### config.mk
export PLATFORM = sky130hd
export DESIGN_NAME = id_hazard_ctrl
export DESIGN_NICKNAME = d
export VERILOG_FILES = /design/src/rtl/cpu_pkg.sv /design/src/rtl/hz_stage_reg.sv /design/src/rtl/id_hazard_ctrl.sv
export SDC_FILE = /design/constraint.sdc
export NUM_CORES = 1
export LEC_CHECK = 0
export ABC_AREA = 1
export CAP_MARGIN = 40
export CORE_MARGIN = 4
export CORE_UTILIZATION = 43
export DETAILED_ROUTE_END_ITERATION = 16
export GPL_ROUTABILITY_DRIVEN = 0
export PLACE_DENSITY_LB_ADDON = 0.25
export SETUP_SLACK_MARGIN = 0.05
export SYNTH_ARGS = -nofsm -noshare
export SYNTH_HDL_FRONTEND = slang
export SYNTH_SLANG_ARGS = --single-unit
### constraint.sdc
create_clock -name clk -period 1.09 [get_ports clk]
set_input_delay 0.109 -clock clk [delete_from_list [all_inputs] [get_ports clk]]
set_output_delay 0.109 -clock clk [all_outputs]
set_load 0.02 [all_outputs]
### src/rtl/cpu_pkg.sv
// Shared definitions for the 16-bit core's decode-stage hazard logic:
// register address width, forwarding mux encodings, halt states and shadow entries.
package cpu_pkg;

  localparam int ADDR_W = 4;

  localparam logic [1:0] FWD_RF  = 2'b00;
  localparam logic [1:0] FWD_MEM = 2'b01;
  localparam logic [1:0] FWD_WB  = 2'b10;

  typedef enum logic [1:0] {
    RUN,
    DRAIN,
    HALTED
  } halt_state_e;

  typedef struct packed {
    logic              valid;
    logic [ADDR_W-1:0] dst;
    logic              we;
    logic              load;
  } hz_entry_t;

  // r0 is hardwired zero, so a write to it never creates a dependency.
  function automatic logic hz_match(hz_entry_t e, logic use_src, logic [ADDR_W-1:0] src);
    return use_src & e.valid & e.we & (e.dst == src) & (src != '0);
  endfunction

  function automatic logic [1:0] fwd_sel(hz_entry_t ex, hz_entry_t mem,
                                         logic use_src, logic [ADDR_W-1:0] src);
    if (hz_match(ex, use_src, src))
      return FWD_MEM;
    else if (hz_match(mem, use_src, src))
      return FWD_WB;
    else
      return FWD_RF;
  endfunction

endpackage

### src/rtl/hz_stage_reg.sv
// One pipeline-stage shadow entry {valid, dst, we, load}.
// hold freezes the entry; clear loads an invalid entry (bubble/squash).
module hz_stage_reg
  import cpu_pkg::*;
(
  input  logic      clk,
  input  logic      rst,
  input  logic      hold,
  input  logic      clear,
  input  hz_entry_t d,
  output hz_entry_t q
);

  always_ff @(posedge clk) begin
    if (rst)
      q <= '0;
    else if (!hold) begin
      if (clear)
        q <= '0;
      else
        q <= d;
    end
  end

endmodule

### src/rtl/id_hazard_ctrl.sv
// Decode-stage hazard controller: RF read port drive, forwarding selects,
// load-use stalls and the halt drain sequence that ends in an RF dump.
module id_hazard_ctrl
  import cpu_pkg::*;
#(
  parameter int DRAIN_CYCLES = 3
) (
  input  logic              clk,
  input  logic              rst,
  input  logic              id_valid,
  input  logic [ADDR_W-1:0] id_src0,
  input  logic [ADDR_W-1:0] id_src1,
  input  logic              id_use0,
  input  logic              id_use1,
  input  logic [ADDR_W-1:0] id_dst,
  input  logic              id_we,
  input  logic              id_load,
  input  logic              id_hlt,
  input  logic              flush,
  input  logic              mem_stall,
  output logic [ADDR_W-1:0] rf_p0_addr,
  output logic [ADDR_W-1:0] rf_p1_addr,
  output logic              rf_re0,
  output logic              rf_re1,
  output logic              stall,
  output logic              ex_bubble,
  output logic [1:0]        fwd0_sel,
  output logic [1:0]        fwd1_sel,
  output logic              hlt_rf
);

  localparam int CNT_W = $clog2(DRAIN_CYCLES + 1);

  halt_state_e      state, state_next;
  logic [CNT_W-1:0] cnt, cnt_next;
  logic             halting, load_use, id_accept, hlt_q;
  logic [1:0]       fwd0_q, fwd1_q;
  hz_entry_t        id_entry;
  hz_entry_t        stage_q [3];  // 0 = EX, 1 = MEM, 2 = WB

  assign halting    = (state != RUN);
  assign rf_p0_addr = id_src0;
  assign rf_p1_addr = id_src1;
  assign rf_re0     = id_valid & id_use0 & ~halting;
  assign rf_re1     = id_valid & id_use1 & ~halting;

  // A load in EX has no result until the end of MEM, so a dependent ID must wait one cycle.
  assign load_use  = id_valid & ~halting & ~flush & stage_q[0].load &
                     (hz_match(stage_q[0], id_use0, id_src0) |
                      hz_match(stage_q[0], id_use1, id_src1));
  assign stall     = halting | load_use;
  assign ex_bubble = load_use & ~mem_stall;
  assign id_accept = id_valid & ~halting & ~flush & ~load_use;

  always_comb begin
    id_entry       = '0;
    id_entry.valid = id_accept;
    id_entry.dst   = id_dst;
    id_entry.we    = id_we;
    id_entry.load  = id_load;
  end

  for (genvar i = 0; i < 3; i++) begin : g_stage
    if (i == 0) begin : g_ex
      hz_stage_reg u_stage (
        .clk  (clk),
        .rst  (rst),
        .hold (mem_stall),
        .clear(~id_accept),
        .d    (id_entry),
        .q    (stage_q[0])
      );
    end else begin : g_tail
      hz_stage_reg u_stage (
        .clk  (clk),
        .rst  (rst),
        .hold (mem_stall),
        .clear(1'b0),
        .d    (stage_q[i-1]),
        .q    (stage_q[i])
      );
    end
  end

  // A WB producer needs no select: the RF writes in the high phase and reads in the low phase.
  always_ff @(posedge clk) begin
    if (rst) begin
      fwd0_q <= FWD_RF;
      fwd1_q <= FWD_RF;
    end else if (!mem_stall) begin
      fwd0_q <= id_accept ? fwd_sel(stage_q[0], stage_q[1], id_use0, id_src0) : FWD_RF;
      fwd1_q <= id_accept ? fwd_sel(stage_q[0], stage_q[1], id_use1, id_src1) : FWD_RF;
    end
  end

  assign fwd0_sel = fwd0_q;
  assign fwd1_sel = fwd1_q;

  always_ff @(posedge clk) begin
    if (rst) begin
      state <= RUN;
      cnt   <= '0;
      hlt_q <= 1'b0;
    end else begin
      state <= state_next;
      cnt   <= cnt_next;
      hlt_q <= (state_next == HALTED);
    end
  end

  // cnt tracks the HLT's remaining trip to the end of WB; frozen cycles do not count.
  always_comb begin
    state_next = state;
    cnt_next   = cnt;
    case (state)
      RUN: begin
        if (id_valid & id_hlt & ~stall & ~flush & ~mem_stall) begin
          state_next = DRAIN;
          cnt_next   = CNT_W'(DRAIN_CYCLES);
        end
      end
      DRAIN: begin
        if (!mem_stall) begin
          if (cnt == CNT_W'(1))
            state_next = HALTED;
          else
            cnt_next = cnt - CNT_W'(1);
        end
      end
      HALTED: state_next = HALTED;
      default: state_next = RUN;
    endcase
  end

  assign hlt_rf = hlt_q;

endmodule
==> impl_metrics.toml <==
[setup_path]
worstSetupPathType = "reg2out"
rrSetupSlack_ps = -370
cp_slowest_stage_delay_ps = 380
r2r-start = "g_stage[0].g_ex.u_stage.q[5]"
r2r-end = "cnt[0]"
crit_required_ps = 980
cp_common_cell = "nand2_1"
critical_path.startpoint_type = "register"
rr_worst_depth = 13
endpoint_kind = "output pin"
worst-path-max-fanout = 4
cp.arrival_ps = 1460
worstPathCellList = "inv_2 > nand2_1 > nand2_1 > nand2_1 > nor2_1 > nand2_2 > nand2_2 > nand2_4 > nor2_4 > buf_6"
cp_slowest_cell = "dfxtp_4"

[die]
start_util = 0.451
io_pins = 39
die-width_um = 64.6
core_area_mm2 = 0.00305
row_count = 20
die_area_mm2 = 0.00417
die_h_um = 64.6

[min_path]
hold_depth = 3
whs_endpoint = "g_stage[0].g_ex.u_stage.q[5]"
hold_path_class = "in2reg"
hp-start = "id_dst[3]"

[sta]
setup_violations = 18
period_share = 1.44
finClkSkew_ps = 10.3
drv_slew = 0
slew_headroom = 0.794
holdWs_ps = 366
period_minus_slack_ps = 1570
fmax_mhz = 638
fin_ws_ps = -478
timing.final.hold_violations = 0
rsz0062_at_grt = "true"
worst_pin_slew_ps = 309

[yosys]
netlist-cell-type-count = 26
yosysWarnings = 0
ys_seq_elements = 22
synth_edf_count = 0
syn_area_mm2 = 0.00138
synthArstFlopShare = 0
synth.yosys.seq_area_share = 0.320
synthFlopType = "dfxtp_1"
syn_avg_cell_area_um2 = 7.06
synth.net_count = 218
synthCells = 195

[routing]
wl_met2_um = 1650
drc_errors = 0
ant_nets = 0
first_pass_iters = 4
num_vias = 1426
wl_met1_um = 1550
drt_iter0_markers = 76
wl_per_cell_um = 11.3
via_per_inst = 4.79
routed.top_layer = "met4"
routed_wl_um = 3380
dr_wl_met3_um = 156

[grt]
grt_pass1_wl_um = 5200
grt_pass1_vias = 1247
grt.overflow.total = 0
antenna_found_initial = 0
grt_use_total = 0.155
grt_max_degree = 15

[final_layout]
syn_to_final_growth_pct = 44.7
drive_gt1_frac = 0.327
antenna_cells = 0
fin_area_mm2 = 0.00199
fin_nets = 278

[placement]
placed_area_mm2 = 0.00191
post-dp-hpwl_um = 2580
io_buffer_count = 38

[pwr]
ir_drop_mv = 0.678
pwr_density_cell_mw_per_mm2 = 885
p_leak_nw = 0.926
p_total_mw = 1.76

[cts]
clock_sinks = 22
root_buffer = "clkbuf_4"
cts_tree = "done"
htreeDepth = 1
clk_pin_slew_worst_paths_ps = 130
clock_latency_ps = 310
cts_buffers = 3
clk_path_buf_depth = 2

[flow_run]
cap_violations = 0

[outcome]
violations = "negative setup slack"
status = "finished with violations"
## metrics by stage
step	TNS [ps]	std cells	util	setup WS, ps
floorplan	-1070	195	-	-120
global placement	-16500	290	0.626	-959
detailed placement	-17010	290	0.626	-976
CTS	-5260	295	0.640	-485
global route	-7540	298	0.652	-596
finish	-5800	298	0.652	-478
## logic make-up after synthesis
kind of cell	synth area share
simple gates	0.331
buf+inv	0.171
compound gates	0.105
flops	0.320
xor+xnor	0.0636
fa+ha+maj	0.00909
## worst max-delay path, delay by kind of cell (launching register included)
family | cells | cell delay [ps]
AND/OR/NAND/NOR | 8 | 570
flip-flops | 1 | 380
buffers and inverters | 2 | 180
## where the power goes
part	switching [mW]	internal, mW
clock network	0.254	0.204
logic	0.228	0.226
registers	0.0214	0.831
## how the worst max path moves through the flow
stage | start | endpoint
after floorplan | state[0] | ex_bubble
after global placement | id_src1[2] | ex_bubble
after detailed placement | id_src1[2] | ex_bubble
final | g_stage[0].g_ex.u_stage.q[5] | ex_bubble
after CTS | g_stage[0].g_ex.u_stage.q[5] | ex_bubble
after global routing | g_stage[0].g_ex.u_stage.q[5] | ex_bubble
## Yosys cell counts, types with 2 or more instances
cell	count	area [um^2]
a211oi_1	2	15.0
a21oi_1	19	95.1
buf_4	8	60.1
clkbuf_8	3	41.3
dfxtp_1	22	440
inv_1	22	82.6
inv_2	3	11.3
nand2_1	41	154
nand2_2	3	18.8
nand3_1	8	40.0
nand3_2	2	20.0
nand4_1	12	75.1
nor2_1	23	86.3
o21ai_0	7	35.0
xnor2_1	3	26.3
xor2_1	7	61.3
## layout make-up
| class | instances | area (um^2) |
|---|---|---|
| inverter | 25 | 96.3 |
| fill | 280 | 1060 |
| tap | 44 | 55.1 |
| multi-input combinational | 133 | 763 |
| clock buffer | 4 | 36.3 |
| timing repair buffer | 70 | 588 |
| sequential | 22 | 453 |
## repair_timing
item | in CTS | in global routing
pin swaps | 5 | 12
hold buffers | 0 | 0
buffers inserted | 1 | 4
endpoints found under the setup margin | 37 | 22
gates resized for setup | 84 | 12
## layout by cell type, fill, tap and decap left out
cell             count
nand4_1             12
inv_1               20
dfxtp_1             14
dlygate4sd2_1        2
nand2_1             40
o21ai_0              7
nand3_4              1
xnor2_1              3
inv_4                1
nand2_4              3
dfxtp_2              7
nor3_4               2
xor2_1               7
nand2_2              2
dfxtp_4              1
a211oi_2             2
nor2_4               2
clkbuf_4             3
clkdlybuf4s50_1     18
ha_1                 1
buf_4               28
and2_4               1
dlymetal6s2s_1       1
nor2_2               2
inv_2                4
buf_2               11
clkdlybuf4s15_2      2
nand3_2              1
a21oi_1             19
clkbuf_8             1
nand3_1              8
nor4_4               1
buf_6                8
nor2_1              19
## registers in the layout (all words and copies together) (netlist names)
register	flops
g_stage.g_ex.u_stage.q	7
g_stage.g_tail.u_stage.q	6
cnt	2
fwd0_sel	2
fwd1_sel	2
state	2
hlt_rf	1
## per-layer routing
| metal | global-route usage | up-vias |
|---|---|---|
| li1 | - | 733 |
| met2 | 0.281 | 39 |
| met3 | 0.0295 | 4 |
| met1 | 0.188 | 650 |
| met4 | 0.0317 | 0 |
| met5 | 0 | - |
Note: power is estimated with default switching activity, not from simulation.
